## config.mk

```make
export PLATFORM = sky130hd
export DESIGN_NAME = matmul_sequencer
export DESIGN_NICKNAME = d
export VERILOG_FILES = /design/src/rtl/matmul_pkg.sv /design/src/rtl/matmul_idx_gen.sv /design/src/rtl/matmul_sequencer.sv
export SDC_FILE = /design/constraint.sdc
export NUM_CORES = 1
export LEC_CHECK = 0
export CAP_MARGIN = 10
export CORE_UTILIZATION = 51
export DETAILED_ROUTE_END_ITERATION = 8
export GPL_TIMING_DRIVEN = 0
export PLACE_DENSITY = 0.88
export SETUP_SLACK_MARGIN = 0.02
export SLEW_MARGIN = 15
export SYNTH_ARGS = -nofsm -noshare
export SYNTH_HDL_FRONTEND = slang
export SYNTH_HIERARCHICAL = 1
export SYNTH_SLANG_ARGS = --single-unit
```

## constraint.sdc

```tcl
create_clock -name clk -period 4.45 [get_ports clk]
set_input_delay 0.89 -clock clk [delete_from_list [all_inputs] [get_ports clk]]
set_output_delay 0.89 -clock clk [all_outputs]
set_load 0.01 [all_outputs]
```

## src/rtl/matmul_pkg.sv

```systemverilog
// matmul_pkg
//   Constants and the FSM state type shared by the matrix-multiply sequencer
//   and its index generator. Memory layout: one dimension word, then the
//   row-major A, B and C matrices at fixed bases.
package matmul_pkg;

    localparam int ADDR_W = 12;
    localparam int DATA_W = 32;
    localparam int MAX_N  = 32;

    // Wide enough for N (1..32) and for indices 0..31.
    localparam int CNT_W  = 6;
    localparam logic [CNT_W-1:0] MAX_N_W = CNT_W'(MAX_N);

    localparam logic [ADDR_W-1:0] N_ADDR = 12'h000;
    localparam logic [ADDR_W-1:0] A_BASE = 12'h001;
    localparam logic [ADDR_W-1:0] B_BASE = 12'h401;
    localparam logic [ADDR_W-1:0] C_BASE = 12'h801;

    typedef enum logic [3:0] {
        IDLE,
        RD_N,
        WAIT_N,
        RD_A,
        RD_B,
        CAP_B,
        SEND,
        WAIT_ACC,
        WR_C,
        DONE
    } state_e;

endpackage

```

## src/rtl/matmul_idx_gen.sv

```systemverilog
// matmul_idx_gen
//   Owns the i/j/k loop counters and the A-row, B and C pointers for one
//   matrix product. All pointers move by addition only (no multiplier);
//   address arithmetic wraps modulo 2^ADDR_W.
// Ports:
//   clk, rst        clock, asynchronous active-high reset (clears everything)
//   init            load i=j=k=0 and the base pointers
//   step_k          advance k within the current C element (B moves down a row)
//   step_j          finish the current C element (advance j, or i on row end)
//   n               latched matrix dimension
//   a_addr/b_addr/c_addr  addresses of A[i][k], B[k][j], C[i][j]
//   first_k, last_k, last_j, last_i  loop position flags
module matmul_idx_gen
    import matmul_pkg::*;
(
    input  logic              clk,
    input  logic              rst,
    input  logic              init,
    input  logic              step_k,
    input  logic              step_j,
    input  logic [CNT_W-1:0]  n,
    output logic [ADDR_W-1:0] a_addr,
    output logic [ADDR_W-1:0] b_addr,
    output logic [ADDR_W-1:0] c_addr,
    output logic              first_k,
    output logic              last_k,
    output logic              last_j,
    output logic              last_i
);

    logic [CNT_W-1:0]  i_q, i_d, j_q, j_d, k_q, k_d;
    logic [ADDR_W-1:0] a_row_q, a_row_d, b_ptr_q, b_ptr_d, c_ptr_q, c_ptr_d;
    logic [CNT_W-1:0]  n_m1;
    logic [ADDR_W-1:0] n_ext;

    assign n_m1  = n - CNT_W'(1);
    assign n_ext = ADDR_W'(n);

    assign a_addr  = a_row_q + ADDR_W'(k_q);
    assign b_addr  = b_ptr_q;
    assign c_addr  = c_ptr_q;
    assign first_k = (k_q == '0);
    assign last_k  = (k_q == n_m1);
    assign last_j  = (j_q == n_m1);
    assign last_i  = (i_q == n_m1);

    always_comb begin
        i_d     = i_q;
        j_d     = j_q;
        k_d     = k_q;
        a_row_d = a_row_q;
        b_ptr_d = b_ptr_q;
        c_ptr_d = c_ptr_q;
        if (init) begin
            i_d     = '0;
            j_d     = '0;
            k_d     = '0;
            a_row_d = A_BASE;
            b_ptr_d = B_BASE;
            c_ptr_d = C_BASE;
        end else if (step_k) begin
            // Next k: B pointer moves down one row of B.
            k_d     = k_q + CNT_W'(1);
            b_ptr_d = b_ptr_q + n_ext;
        end else if (step_j) begin
            k_d     = '0;
            c_ptr_d = c_ptr_q + ADDR_W'(1);
            if (!last_j) begin
                // Next column: B restarts at the top of column j+1.
                j_d     = j_q + CNT_W'(1);
                b_ptr_d = B_BASE + ADDR_W'(j_q) + ADDR_W'(1);
            end else if (!last_i) begin
                i_d     = i_q + CNT_W'(1);
                j_d     = '0;
                a_row_d = a_row_q + n_ext;
                b_ptr_d = B_BASE;
            end
        end
    end

    always_ff @(posedge clk or posedge rst) begin
        if (rst) begin
            i_q     <= '0;
            j_q     <= '0;
            k_q     <= '0;
            a_row_q <= '0;
            b_ptr_q <= '0;
            c_ptr_q <= '0;
        end else begin
            i_q     <= i_d;
            j_q     <= j_d;
            k_q     <= k_d;
            a_row_q <= a_row_d;
            b_ptr_q <= b_ptr_d;
            c_ptr_q <= c_ptr_d;
        end
    end

endmodule

```

## src/rtl/matmul_sequencer.sv

```systemverilog
// matmul_sequencer
//   Control FSM for one NxN product C = A x B held in the shared matrix
//   memory. Reads N, fetches A[i][k]/B[k][j] pairs, streams them to an
//   external MAC, and writes each returned C[i][j] back to memory.
// Ports:
//   clk, reset              clock, asynchronous active-high reset
//   start                   one-cycle pulse, accepted only in IDLE
//   busy                    run in progress (accepted start until DONE)
//   result_ready, error     sticky status, cleared by the next accepted start
//   mem_addr/mem_rd_en/mem_wr_en/mem_wdata/mem_rdata
//                           memory port; read data returns one cycle after rd_en
//   op_a/op_b/op_valid/op_ready/op_first/op_last
//                           operand stream to the MAC
//   acc_valid/acc_data      accumulated C element back from the MAC
//   state_dbg               current FSM state
//
// Operand handshake: a pair transfers on a rising edge where op_valid and
// op_ready are both high; while op_valid is high and op_ready low, op_a,
// op_b, op_first and op_last are held unchanged.
module matmul_sequencer
    import matmul_pkg::*;
(
    input  logic              clk,
    input  logic              reset,
    input  logic              start,
    output logic              busy,
    output logic              result_ready,
    output logic              error,
    output logic [ADDR_W-1:0] mem_addr,
    output logic              mem_rd_en,
    output logic              mem_wr_en,
    output logic [DATA_W-1:0] mem_wdata,
    input  logic [DATA_W-1:0] mem_rdata,
    output logic [DATA_W-1:0] op_a,
    output logic [DATA_W-1:0] op_b,
    output logic              op_valid,
    input  logic              op_ready,
    output logic              op_first,
    output logic              op_last,
    input  logic              acc_valid,
    input  logic [DATA_W-1:0] acc_data,
    output state_e            state_dbg
);

    state_e            state_q, state_d;
    logic [CNT_W-1:0]  n_q, n_d;
    logic [DATA_W-1:0] op_a_q, op_a_d, op_b_q, op_b_d, acc_q, acc_d;
    logic              result_ready_q, result_ready_d;
    logic              error_q, error_d;

    logic              idx_init, idx_step_k, idx_step_j;
    logic [ADDR_W-1:0] a_addr, b_addr, c_addr;
    logic              first_k, last_k, last_j, last_i;
    logic [CNT_W-1:0]  n_rd;

    // Only the low bits of the dimension word are meaningful.
    assign n_rd = mem_rdata[CNT_W-1:0];

    matmul_idx_gen u_idx (
        .clk     (clk),
        .rst     (reset),
        .init    (idx_init),
        .step_k  (idx_step_k),
        .step_j  (idx_step_j),
        .n       (n_q),
        .a_addr  (a_addr),
        .b_addr  (b_addr),
        .c_addr  (c_addr),
        .first_k (first_k),
        .last_k  (last_k),
        .last_j  (last_j),
        .last_i  (last_i)
    );

    always_comb begin
        state_d        = state_q;
        n_d            = n_q;
        op_a_d         = op_a_q;
        op_b_d         = op_b_q;
        acc_d          = acc_q;
        result_ready_d = result_ready_q;
        error_d        = error_q;
        mem_addr       = '0;
        mem_rd_en      = 1'b0;
        mem_wr_en      = 1'b0;
        mem_wdata      = '0;
        op_valid       = 1'b0;
        op_first       = 1'b0;
        op_last        = 1'b0;
        idx_init       = 1'b0;
        idx_step_k     = 1'b0;
        idx_step_j     = 1'b0;

        case (state_q)
            IDLE: begin
                if (start) begin
                    result_ready_d = 1'b0;
                    error_d        = 1'b0;
                    state_d        = RD_N;
                end
            end
            RD_N: begin
                mem_addr  = N_ADDR;
                mem_rd_en = 1'b1;
                state_d   = WAIT_N;
            end
            WAIT_N: begin
                n_d = n_rd;
                if (n_rd == '0 || n_rd > MAX_N_W) begin
                    error_d = 1'b1;
                    state_d = DONE;
                end else begin
                    idx_init = 1'b1;
                    state_d  = RD_A;
                end
            end
            RD_A: begin
                mem_addr  = a_addr;
                mem_rd_en = 1'b1;
                state_d   = RD_B;
            end
            RD_B: begin
                // A word from the RD_A read arrives now; B read overlaps it.
                op_a_d    = mem_rdata;
                mem_addr  = b_addr;
                mem_rd_en = 1'b1;
                state_d   = CAP_B;
            end
            CAP_B: begin
                op_b_d  = mem_rdata;
                state_d = SEND;
            end
            SEND: begin
                op_valid = 1'b1;
                op_first = first_k;
                op_last  = last_k;
                if (op_ready) begin
                    if (!last_k) begin
                        idx_step_k = 1'b1;
                        state_d    = RD_A;
                    end else begin
                        state_d = WAIT_ACC;
                    end
                end
            end
            WAIT_ACC: begin
                if (acc_valid) begin
                    acc_d   = acc_data;
                    state_d = WR_C;
                end
            end
            WR_C: begin
                mem_addr   = c_addr;
                mem_wr_en  = 1'b1;
                mem_wdata  = acc_q;
                idx_step_j = 1'b1;
                state_d    = (last_j && last_i) ? DONE : RD_A;
            end
            DONE: begin
                result_ready_d = ~error_q;
                state_d        = IDLE;
            end
            default: state_d = IDLE;
        endcase
    end

    always_ff @(posedge clk or posedge reset) begin
        if (reset) begin
            state_q        <= IDLE;
            n_q            <= '0;
            op_a_q         <= '0;
            op_b_q         <= '0;
            acc_q          <= '0;
            result_ready_q <= 1'b0;
            error_q        <= 1'b0;
        end else begin
            state_q        <= state_d;
            n_q            <= n_d;
            op_a_q         <= op_a_d;
            op_b_q         <= op_b_d;
            acc_q          <= acc_d;
            result_ready_q <= result_ready_d;
            error_q        <= error_d;
        end
    end

    assign busy         = (state_q != IDLE) && (state_q != DONE);
    assign result_ready = result_ready_q;
    assign error        = error_q;
    assign op_a         = op_a_q;
    assign op_b         = op_b_q;
    assign state_dbg    = state_q;

endmodule

```

==> impl_results.md <==
* Worst-Margin Slew at slightly below 0.8 ns
* Clock sinks at around 160
* Total GRT Usage at 0.281
* PD cells at about 650 nW/um2
* Drt drc at 0
* Synth area leaders: dfrtp_1, mux2_2, ha_1, xnor2_1, and2_1
* Post-route ant nets at 0
* Final global-route overflow total at 0
* First-pass GRT wire length at roughly 38000 um
* Vias/cell at between 5 and 6
* PnR Total Power at 7.46 mW
* Final WL at ~23000 um
* CP Capture Type: output pin
* Final min period at about 4.3 ns
* Iteration-0 DRC Markers at between 500 and 600
* Seq/Total Area, Yosys at 0.473
* Final core occ at 0.693
* Relative slew slack at 0.482
* CTS clk-pin slew, worst paths at roughly 0.07 ns
* Core area at 16500 um2
* Post-synth ARST share at 1.00
* Starting density of the core at 0.520
* Top achievable clock speed at 231 MHz
* Crit path kind: register to output pin
* Flops & latches, synth at about 160
* Final hold viol count at 0
* Cells after synthesis at around 760
* Largest net degree at the start of global routing at 63
* Antenna cells at 0
* Die X at 132 um
* Most instantiated cells after synthesis: dfrtp_1, mux2_2, nand2_1, and2_1, nor2_1
* IO Port Bufs at 188
* Status: finished, final reports clean
* Root buffer cell: clkbuf_16
* Tcrit/Tclk final at 0.974
* Max-cap check violation count at 0
* Mapped Nets at between 800 and 900
* Yosys warnings at 6
* Die height at 132 um
* Worst vdd ir at around 0.46 mV
* CTS tree: built
* Yosys cell types at 67
* DP HPWL at between 15000 and 20000 um
* Gpl congestion at just over 0.9
* Post-synth EDFFs at 0
* Ports at 189
* Cell Rows at between 40 and 50
* Initial antenna violation count at 0
* Via count at between 6000 and 7000
* Worst setup SP type: register
* CTS buffer count at 17
* Crit Path Max Fanout at 5
* Type of the worst min-delay path: register to register
* Static Leak at roughly 5.1 nW
* H-tree levels at 4
* Unrepaired setup endpoints after global routing: true
* Setup-failing EPs final at 0
* Crit path DAT at about 3.4 ns
* Setup skew after layout at 0.00992 ns
* Number of global-route vias before repair at between 7000 and 8000
* Synthesized area per cell at roughly 11 um2
* Mapped cell area at 8560 um2
* CP required at 3.56 ns
* WL per Instance at about 19 um
* Ys flop type: dfrtp_1
* Share of cells above drive strength 1 at 0.171
* Cell taking the most area after synthesis: dfrtp_1
* Slew Limit Fails at 0
* Nets@finish at approximately 1100
* Clk_lat worst skew at 0.43 ns
* Count leader, synth: dfrtp_1
* Clk buf depth at 2
* Top cell type's share of synthesized area at 0.473
* Area grow syn2layout at 33.3%
* First-pass DRT Iterations at 6
* Die area at 17300 um2
## cell families after synthesis
group / count (synthesis) / share of synthesized area
AND/OR/NAND/NOR: 209 / 0.137
flip-flops: 162 / 0.473
AO/OA/AOI/OAI: 125 / 0.100
multiplexers: 107 / 0.140
buffers and inverters: 75 / 0.0418
XOR/XNOR: 57 / 0.0633
adder cells (fa/ha/maj): 28 / 0.0435
## worst max-delay path: stages (launching register included)
cell	delay (ns)
dfrtp_2	0.44
ha_1	0.24
fa_1	0.40
a21oi_1	0.14
nor2_1	0.06
nor2_1	0.15
o21bai_1	0.12
a21oi_2	0.15
buf_4	0.16
nor2_1	0.05
xor2_1	0.16
a222oi_1	0.41
inv_1	0.07
clkdlybuf4s50_1	0.48
## registers in the layout (all words and copies together) (netlist names), 12 cells and up
signal	count
acc_q	32
op_a	32
u_idx/c_addr	12
u_idx/b_addr	12
u_idx/a_row_q	12
op_b	32
## path summary, 6_finish.rpt
check / start / endpoint / slack [ns] / depth (start not counted)
worst max register to register: n_q[0] / u_idx/c_addr[11] / 0.47 / 14
max in group asynchronous: reset / n_q[1] / 2.87 / 3
min in group asynchronous: reset / acc_q[0] / 0.91 / 2
worst min-delay path: acc_q[22] / acc_q[22] / 0.49 / 1
worst min register to register: acc_q[22] / acc_q[22] / 0.49 / 1
worst max-delay path: u_idx/k_q[0] / mem_addr[8] / 0.12 / 13
## through the flow
stage / cell area [um2] / worst slack [ns] / TNS (ns) / hold WS, ns / cells
4_1_cts: 11400 / 0.0242 / 0 / 0.487 / 1205
5_1_grt: 11400 / -0.0205 / -0.0205 / 0.497 / 1207
3_5_place_dp: 10800 / 0.0108 / 0 / 0.474 / 1173
3_3_place_gp: 10700 / -0.869 / -92.62 / 0.465 / 1171
2_1_floorplan: 8560 / 0.714 / 0 / 0.449 / 763
6_report: 11400 / 0.117 / 0 / 0.487 / 1207
## what timing repair did
| action | in CTS | in global routing |
|---|---|---|
| resized for setup | 1 | 3 |
| hold buffers | 0 | 0 |
| pin swaps | 2 | 3 |
| setup endpoints to repair | 3 | 6 |
| buffers inserted | 0 | 2 |
## cell usage in the layout, fill, tap and decap left out, drive strengths merged, types with 9 or more instances in the layout
cell,n
clkbuf,31
o21ai,32
or3,10
nand2b,11
ha,25
and2,39
nor2,36
xor2,25
buf,34
clkdlybuf4s50,188
xnor2,29
inv,39
mux2,104
a21oi,28
dfrtp,162
a21o,9
nand2,43
nand3,17
a222oi,12
o31ai,15
## metal layers
| metal | global-route usage | up-vias | wire length, um |
|---|---|---|---|
| met5 | 0 | - | 0 |
| met4 | 0.129 | 0 | 877 |
| met3 | 0.0930 | 60 | 1940 |
| met2 | 0.457 | 297 | 11100 |
| met1 | 0.338 | 3379 | 9370 |
| li1 | - | 3111 | - |
## area by class of cell
| cell class | count | area [um2] |
|---|---|---|
| multi-input combinational | 526 | 4160 |
| clock inverter | 14 | 190 |
| clock buffer | 18 | 429 |
| tap | 220 | 275 |
| buffer | 43 | 238 |
| fill | 1152 | 5050 |
| inverter | 32 | 125 |
| sequential | 162 | 4060 |
| timing repair buffer | 192 | 1940 |
## power by group
part	switching [mW]	total, mW	internal (mW)
sequential	0.472	2.53	2.06
clock	0.659	1.56	0.902
combinational	1.58	3.37	1.79
total	2.71	7.46	4.75
Power figures use the tool's default switching activity.
